[config.mk]
export PLATFORM = sky130hd
export DESIGN_NAME = key_debounce_pulse
export DESIGN_NICKNAME = d
export VERILOG_FILES = /design/src/rtl/key_debounce_pulse.sv
export SDC_FILE = /design/constraint.sdc
export NUM_CORES = 1
export LEC_CHECK = 0
export CORE_MARGIN = 1.5
export CORE_UTILIZATION = 55
export CTS_CLUSTER_SIZE = 30
export DETAILED_ROUTE_END_ITERATION = 8
export DONT_BUFFER_PORTS = 1
export GPL_TIMING_DRIVEN = 1
export PLACE_DENSITY_LB_ADDON = 0.2
export SYNTH_ARGS = -nofsm -noshare
export SYNTH_HDL_FRONTEND = slang
export SYNTH_SLANG_ARGS = --single-unit
export TNS_END_PERCENT = 50
[constraint.sdc]
create_clock -name clk -period 2.2 [get_ports clk]
set_clock_uncertainty 0.1 [all_clocks]
set_input_delay 0.33 -clock clk [delete_from_list [all_inputs] [get_ports clk]]
set_output_delay 0.33 -clock clk [all_outputs]
set_load 0.01 [all_outputs]
[src/rtl/key_debounce_pulse.sv]
// Pushbutton conditioner: 2-flop synchroniser, debounce FSM and optional auto-repeat,
// producing a one-cycle next_pulse strobe for the LED-selection stage.
module key_debounce_pulse #(
    parameter int unsigned DEBOUNCE_CYCLES = 1000000,
    parameter bit          REPEAT_EN       = 1'b1,
    parameter int unsigned REPEAT_DELAY    = 25000000,
    parameter int unsigned REPEAT_PERIOD   = 10000000,
    parameter bit          KEY_ACTIVE_LOW  = 1'b1
) (
    input  logic       clk,
    input  logic       reset_n,
    input  logic       key_raw,
    output logic       next_pulse,
    output logic       key_held,
    output logic       repeat_active,
    output logic [2:0] state_dbg
);

    localparam int unsigned MAX_A   = (DEBOUNCE_CYCLES > REPEAT_DELAY) ? DEBOUNCE_CYCLES : REPEAT_DELAY;
    localparam int unsigned MAX_CNT = (MAX_A > REPEAT_PERIOD) ? MAX_A : REPEAT_PERIOD;
    localparam int          CNT_W   = $clog2(MAX_CNT) + 1;

    localparam logic [CNT_W-1:0] DEB_LAST = CNT_W'(DEBOUNCE_CYCLES - 1);
    localparam logic [CNT_W-1:0] DLY_LAST = CNT_W'(REPEAT_DELAY - 1);
    localparam logic [CNT_W-1:0] PER_LAST = CNT_W'(REPEAT_PERIOD - 1);
    localparam logic [CNT_W-1:0] CNT_SAT  = '1;

    typedef enum logic [2:0] {
        IDLE      = 3'd0,
        PRESS_CHK = 3'd1,
        HELD      = 3'd2,
        REPEAT    = 3'd3,
        REL_CHK   = 3'd4
    } state_t;

    state_t           state_q, state_d;
    logic [CNT_W-1:0] cnt_q, cnt_d, cnt_inc;
    logic             s1_q, s1_d, s2_q, s2_d;
    logic             next_pulse_q, next_pulse_d;
    logic             key_held_q, key_held_d;
    logic             repeat_active_q, repeat_active_d;
    logic             pressed;
    logic             pulse;

    always_ff @(posedge clk or negedge reset_n) begin
        if (!reset_n) begin
            s1_q            <= KEY_ACTIVE_LOW;
            s2_q            <= KEY_ACTIVE_LOW;
            state_q         <= IDLE;
            cnt_q           <= '0;
            next_pulse_q    <= 1'b0;
            key_held_q      <= 1'b0;
            repeat_active_q <= 1'b0;
        end else begin
            s1_q            <= s1_d;
            s2_q            <= s2_d;
            state_q         <= state_d;
            cnt_q           <= cnt_d;
            next_pulse_q    <= next_pulse_d;
            key_held_q      <= key_held_d;
            repeat_active_q <= repeat_active_d;
        end
    end

    always_comb begin
        s1_d    = key_raw;
        s2_d    = s1_q;
        pressed = s2_q ^ KEY_ACTIVE_LOW;

        // Counter saturates so a long hold with repeat disabled cannot wrap.
        cnt_inc = (cnt_q == CNT_SAT) ? cnt_q : cnt_q + 1'b1;
        state_d = state_q;
        cnt_d   = cnt_inc;
        pulse   = 1'b0;

        case (state_q)
            IDLE: begin
                cnt_d = '0;
                if (pressed) state_d = PRESS_CHK;
            end
            PRESS_CHK: begin
                if (!pressed) begin
                    state_d = IDLE;
                    cnt_d   = '0;
                end else if (cnt_q == DEB_LAST) begin
                    state_d = HELD;
                    cnt_d   = '0;
                    pulse   = 1'b1;
                end
            end
            HELD: begin
                if (!pressed) begin
                    state_d = REL_CHK;
                    cnt_d   = '0;
                end else if (REPEAT_EN && (cnt_q == DLY_LAST)) begin
                    state_d = REPEAT;
                    cnt_d   = '0;
                    pulse   = 1'b1;
                end
            end
            REPEAT: begin
                if (!pressed) begin
                    state_d = REL_CHK;
                    cnt_d   = '0;
                end else if (cnt_q == PER_LAST) begin
                    cnt_d = '0;
                    pulse = 1'b1;
                end
            end
            REL_CHK: begin
                // A re-press while releasing returns to HELD without a new pulse.
                if (pressed) begin
                    state_d = HELD;
                    cnt_d   = '0;
                end else if (cnt_q == DEB_LAST) begin
                    state_d = IDLE;
                    cnt_d   = '0;
                end
            end
            default: begin
                state_d = IDLE;
                cnt_d   = '0;
            end
        endcase

        next_pulse_d    = pulse & ~next_pulse_q;
        key_held_d      = (state_d == HELD) || (state_d == REPEAT) || (state_d == REL_CHK);
        repeat_active_d = (state_d == REPEAT);
    end

    assign next_pulse    = next_pulse_q;
    assign key_held      = key_held_q;
    assign repeat_active = repeat_active_q;
    assign state_dbg     = state_q;

endmodule

# Word-level counts from Yosys, hierarchy flattened
# Index checks and enable logic that the tools add are counted.
[totals] inputBits=3 reg_bits=34 output_inout_bits=6
[classes] n_addsub=1 n_mux=25 reduce_logical=3 n_bitwise=2 n_eq_ne=11
[op_table] cell="2-to-1 mux 26 bit" n=8
[op_table] cell="one-hot mux 26 bit (4 select lines)" n=1
[op_table] cell="adder 26 x 1 -> 26 bit (second input constant)" n=1
[op_table] cell="equality test 26 x 20 -> 1 bit (second input constant)" n=1
[op_table] cell="equality test 26 x 24 -> 1 bit (second input constant)" n=1
[op_table] cell="equality test 26 x 25 -> 1 bit (second input constant)" n=1
[op_table] cell="equality test 26 bit (second input constant)" n=1
[op_table] cell="2-to-1 mux 3 bit" n=8
[op_table] cell="one-hot mux 3 bit (5 select lines)" n=1
[op_table] cell="equality test 3 x 2 -> 1 bit (second input constant)" n=4
[op_table] cell="equality test 3 bit (second input constant)" n=2
[op_table] cell="2-to-1 mux 1 bit" n=6
[op_table] cell="equality test 3 x 1 -> 1 bit (second input constant)" n=1
[op_table] cell="logical NOT 3 bit" n=1
[op_table] cell="one-hot mux 1 bit (3 select lines)" n=1
[op_table] cell="logical OR 1 bit" n=2
[op_table] cell="AND 1 bit" n=1
[op_table] cell="NOT 1 bit" n=1

# Logic depth before layout (Yosys ltp)
[logic_depth] depth_word=7 ltp_mapped=8

# Worst setup path before layout
# Ideal clock, no wire load.
[synth_path] path_type="reg2reg" from="register cnt_q[11]" to="register cnt_q[17]" slack_ns=0.005 stages_incl_launch_ff=7 synth_period_minus_slack_ns=2.195 path_buffers=1 arrival_time_ns=1.957 setup_ns=0.138 cell_sequence="dfrtp_1 -> or4b_1 -> nor4_2 -> a21oi_1 -> o22ai_4 -> buf_4 -> a22oi_1"
[synth_between] elab_chain_cells=5 word_cells_on_any_way=14 classes_between="add/sub: 1; eq/ne: 4; mux: 9"
[synth_lines] element="from (decl)" line_no="37" source="logic [CNT_W-1:0] cnt_q, cnt_d, cnt_inc;"
[synth_lines] element="from (signal assigned)" line_no="58" source="cnt_q <= cnt_d;"
[synth_lines] element="adder 26 x 1 -> 26 bit or equality test 26 bit (tied branches)" line_no="71" source="cnt_inc = (cnt_q == CNT_SAT) ? cnt_q : cnt_q + 1'b1;"
[synth_lines] element="2-to-1 mux 26 bit" line_no="71"
[synth_lines] element="2-to-1 mux 26 bit, on equally long branches (2 in series)"
[synth_lines] element="one-hot mux 26 bit (4 select lines) (*)" line_no="76" source="case (state_q)"
[synth_lines] element="via cnt_d[17]" line_no="37"
# The timed path passes the listed nets; every way through them passes the cells marked *.

# Worst setup path after layout
[layout_path] from="register cnt_q[6]" to="register cnt_q[21]"
# Same word-level chain as after synthesis.

==> results.txt <==
----------------------------------------------------
[Power and ir drop]
  Cell-internal power ... between 0.7 and 0.8 mW
  Clock share of power ... 0.326
  Share of total power in combinational logic ... 0.063
  P_sw ... about 0.27 mW
  Power density of the placed cells ... between 400 and 500 mW/mm²
  Peak VDD IR ... around 0.22 mV
  Switching share of total power ... 0.254
  Cell leakage power ... 0.962 nW
  Post-route total power ... between 1 and 1.5 mW
  Sequential share of power ... 0.611

[Yosys]
  Post-synth EDFFs ... 0
  Syn avg cell area ... approximately 9.6 µm²
  Yosys Warn Count ... 0
  Share of synthesized registers carrying an async set or reset ... 1.00
  Post-synth net total ... ~210
  Cell variety after synth ... 47
  Yosys reg bits ... 34
  Sequential element share of the synthesized area ... 0.431
  Most common flop cell mapped by yosys ... sky130_fd_sc_hd__dfrtp_1
  Number of instances in the synthesized netlist ... between 200 and 250
  Mapped cell area ... 0.00198 mm²

[Global route]
  Wire length of the first global-routing pass ... roughly 8700 µm
  Overall fraction of global-route tracks in use ... 0.283
  Via count of the first global-routing pass ... 1,801
  Maximum number of pins on one net before global-route repair ... 35
  Grt total ovfl ... 0
  Antenna violations before repair ... 0

[Critical path]
  RR Endpoint ... cnt_q[21]
  Buffer and inverter count on the worst path ... 2
  Highest net fanout along the worst path ... 26
  Crit path max-delay family ... simple AND/OR/NAND/NOR gates
  CP Class ... reg2reg
  Worst setup endpoint ... cnt_q[21]
  Critical path required time ... 2320 ps
  Crit start category ... register
  Number of cells on the worst reg-to-reg path ... 7
  Startpoint of the worst-slack reg-to-reg timing path ... cnt_q[6]
  Reg-to-reg setup timing slack ... -30 ps
  List of cells traversed by the critical path ... or4_4 > nor4_4 > buf_4 > a21oi_2 > o22ai_4 > buf_12 > a22oi_1
  Highest-delay cell along the critical path ... sky130_fd_sc_hd__or4_4
  Stages on worst setup path ... 7
  Crit path arrival time ... approximately 2400 ps
  Endpoint class of the critical path ... register
  Crit path from ... cnt_q[6]
  Largest stage delay, worst path ... 550 ps

[STA]
  Pins over their slew limit ... 0
  Max Fclk ... around 450 MHz
  Final setup violation count ... 9
  Final period utilization ... 1.01
  Setup repair after global routing missed its margin ... yes
  Worst Max-Slew Pin Slew ... around 540 ps
  Final period demand of the worst path ... between 2000 and 2500 ps
  Worst max-slew margin expressed relative to the limit ... 0.631
  Count of endpoints failing hold in the final timing report ... 0
  Crit path setup slack, layout ... -28.2 ps

[Layout]
  Leading cell type in the layout, fill and taps excluded ... sky130_fd_sc_hd__buf_4
  Finished Layout Cells ... ~290
  Share of layout cells above drive strength 1 ... 0.264
  Number of fill cells ... roughly 250
  Fraction of the core area covered by cells at the end of the flow ... 0.721
  Layout overhead on the synthesized area ... 23.4%
  Count of nets after finishing ... 245
  Area taken by multi-input logic gates ... about 0.0011 mm²
  Storage cell area ... about 850 µm²
  Finished layout cell area ... around 0.0024 mm²
  Diode count ... 0
  Commonest cells after routing, fill and taps aside ... 35 x sky130_fd_sc_hd__buf_4, 32 x sky130_fd_sc_hd__dfrtp_1, 27 x sky130_fd_sc_hd__a21oi_1

[Clock network]
  Sink count of the clock tree ... 34
  H-tree depth reported by CTS ... 2
  CTS Buffer Depth ... 2
  Clock network latency to the later pin of the worst-skew pair ... around 350 ps
  Clock edge transition at the registers on the reported setup and hold paths ... 110 ps
  Number of buffers created by CTS ... 5
  CTS tree ... done
  CTS root buf ... sky130_fd_sc_hd__clkbuf_4

[Drt]
  Vias per cell ... about 6.4
  Drt initial violations ... 167
  Antenna Violating Nets Remaining ... 0
  Total number of vias ... about 1,900
  Total length of routed wires ... around 5200 µm
  DRC violation count after routing ... 0
  First-pass iteration count of the detailed router ... 5
  Average routed wire per standard cell ... ~18 µm

[Place]
  Worst Setup Slack post-DPL ... -58.8 ps
  Placed cell count ... between 200 and 300
  HPWL after detailed placement ... between 3000 and 4000 µm
  Routability-driven placement congestion ratio ... between 0.9 and 1
  Buffers added on ports ... 0
  Placed standard-cell area ... roughly 0.0023 mm²

[Floorplanning]
  Cell row count ... 21
  Height of the die ... approximately 63 µm
  IO Pins ... 9
  Total Die Area ... 0.00397 mm²
  DIE WIDTH ... about 63 µm
  Initial core utilization ... 0.584
  Core area ... between 0.003 and 0.004 mm²

[Status]
  Failing checks ... negative setup slack
  Status ... finished with violations

[Min path]
  Type of the worst min-delay path ... reg2reg

[Job]
  Maximum capacitance violations ... 0

----------------------------------------------------
## power groups by stage
| stage | Clock (mW) | Sequential [mW] | Combinational [mW] |
|---|---|---|---|
| floorplan | 0 | 0.652 | 0.0287 |
| global placement | 0 | 0.651 | 0.0421 |
| detailed placement | 0 | 0.652 | 0.0450 |
| CTS | 0.347 | 0.640 | 0.0653 |
| global route | 0.373 | 0.642 | 0.0728 |
| finish | 0.342 | 0.640 | 0.0656 |
## cells in the mapped netlist (3+ instances only)
library cell / n / area (µm²)
sky130_fd_sc_hd__nor4_2: 3 / 37.5
sky130_fd_sc_hd__a21oi_1: 28 / 140
sky130_fd_sc_hd__xnor2_1: 13 / 114
sky130_fd_sc_hd__and3_1: 3 / 18.8
sky130_fd_sc_hd__or3_1: 3 / 18.8
sky130_fd_sc_hd__nand3_1: 11 / 55.1
sky130_fd_sc_hd__nand4_1: 9 / 56.3
sky130_fd_sc_hd__inv_1: 6 / 22.5
sky130_fd_sc_hd__nand2_1: 8 / 30.0
sky130_fd_sc_hd__nand4b_1: 4 / 35.0
sky130_fd_sc_hd__a2111oi_0: 3 / 26.3
sky130_fd_sc_hd__nor4_1: 6 / 37.5
sky130_fd_sc_hd__a211oi_1: 9 / 67.6
sky130_fd_sc_hd__dfrtp_1: 32 / 801
sky130_fd_sc_hd__buf_2: 3 / 15.0
sky130_fd_sc_hd__clkbuf_1: 7 / 26.3
sky130_fd_sc_hd__or4_1: 4 / 30.0
sky130_fd_sc_hd__a22oi_1: 4 / 30.0
sky130_fd_sc_hd__xor2_1: 5 / 43.8
sky130_fd_sc_hd__nor2_1: 9 / 33.8
## layout make-up
type                       instances  area share
multi-input combinational        154       0.457
sequential                        34       0.349
timing repair buffer              40       0.140
tap                               46      0.0235
clock buffer                       6      0.0169
inverter                           6     0.00921
clock inverter                     2     0.00409
## cell families after synthesis
logic type	Yosys count	synth area share
AO/OA/AOI/OAI	59	0.198
XOR/XNOR	18	0.0796
adder cells (fa/ha/maj)	1	0.00632
buffers and inverters	19	0.0417
flip-flops	34	0.431
multiplexers	1	0.00505
AND/OR/NAND/NOR	75	0.239
## per-layer routing
metal,vias to the layer above,global-route usage,wire length (µm)
met1,899,0.381,2210
met5,-,0,0
met4,0,0.114,131
met2,77,0.443,2560
li1,860,-,-
met3,15,0.0631,323
## worst register-to-register path, stage by stage (launching register included)
cell,delay (ps)
sky130_fd_sc_hd__dfrtp_1,440
sky130_fd_sc_hd__or4_4,550
sky130_fd_sc_hd__nor4_4,270
sky130_fd_sc_hd__buf_4,180
sky130_fd_sc_hd__a21oi_2,90
sky130_fd_sc_hd__o22ai_4,190
sky130_fd_sc_hd__buf_12,190
sky130_fd_sc_hd__a22oi_1,110
## state kept, by name, indices dropped and copies added, names as in the netlist
name           cells
s2_q               1
s1_q               1
cnt_q             26
repeat_active      1
state_dbg          3
key_held           1
next_pulse         1
## worst min path at each step
stage / endpoint / cells after the start / from
after floorplan: cnt_q[0] / 0 / reset_n
after global placement: cnt_q[24] / 0 / reset_n
after detailed placement: cnt_q[24] / 0 / reset_n
after CTS: s2_q / 0 / s1_q
after global routing: s2_q / 0 / s1_q
final: s2_q / 0 / s1_q
## metrics by stage
| step | TNS (ps) | hold slack [ps] |
|---|---|---|
| finish | -94.1 | 262 |
| global route | -1880 | 272 |
| CTS | 0 | 262 |
| detailed placement | -328 | -64.7 |
| global placement | -20.3 | -64.7 |
| floorplan | 0 | -65.6 |
## repair_timing
action                                 CTS  global route
setup buffers                            0             4
resized for setup                        5             7
endpoints found under the hold margin   35             0
hold buffers                             3             0
setup endpoints to repair               26            30
pin swaps                                1             1
No activity file was read; power rests on OpenSTA's default activity.
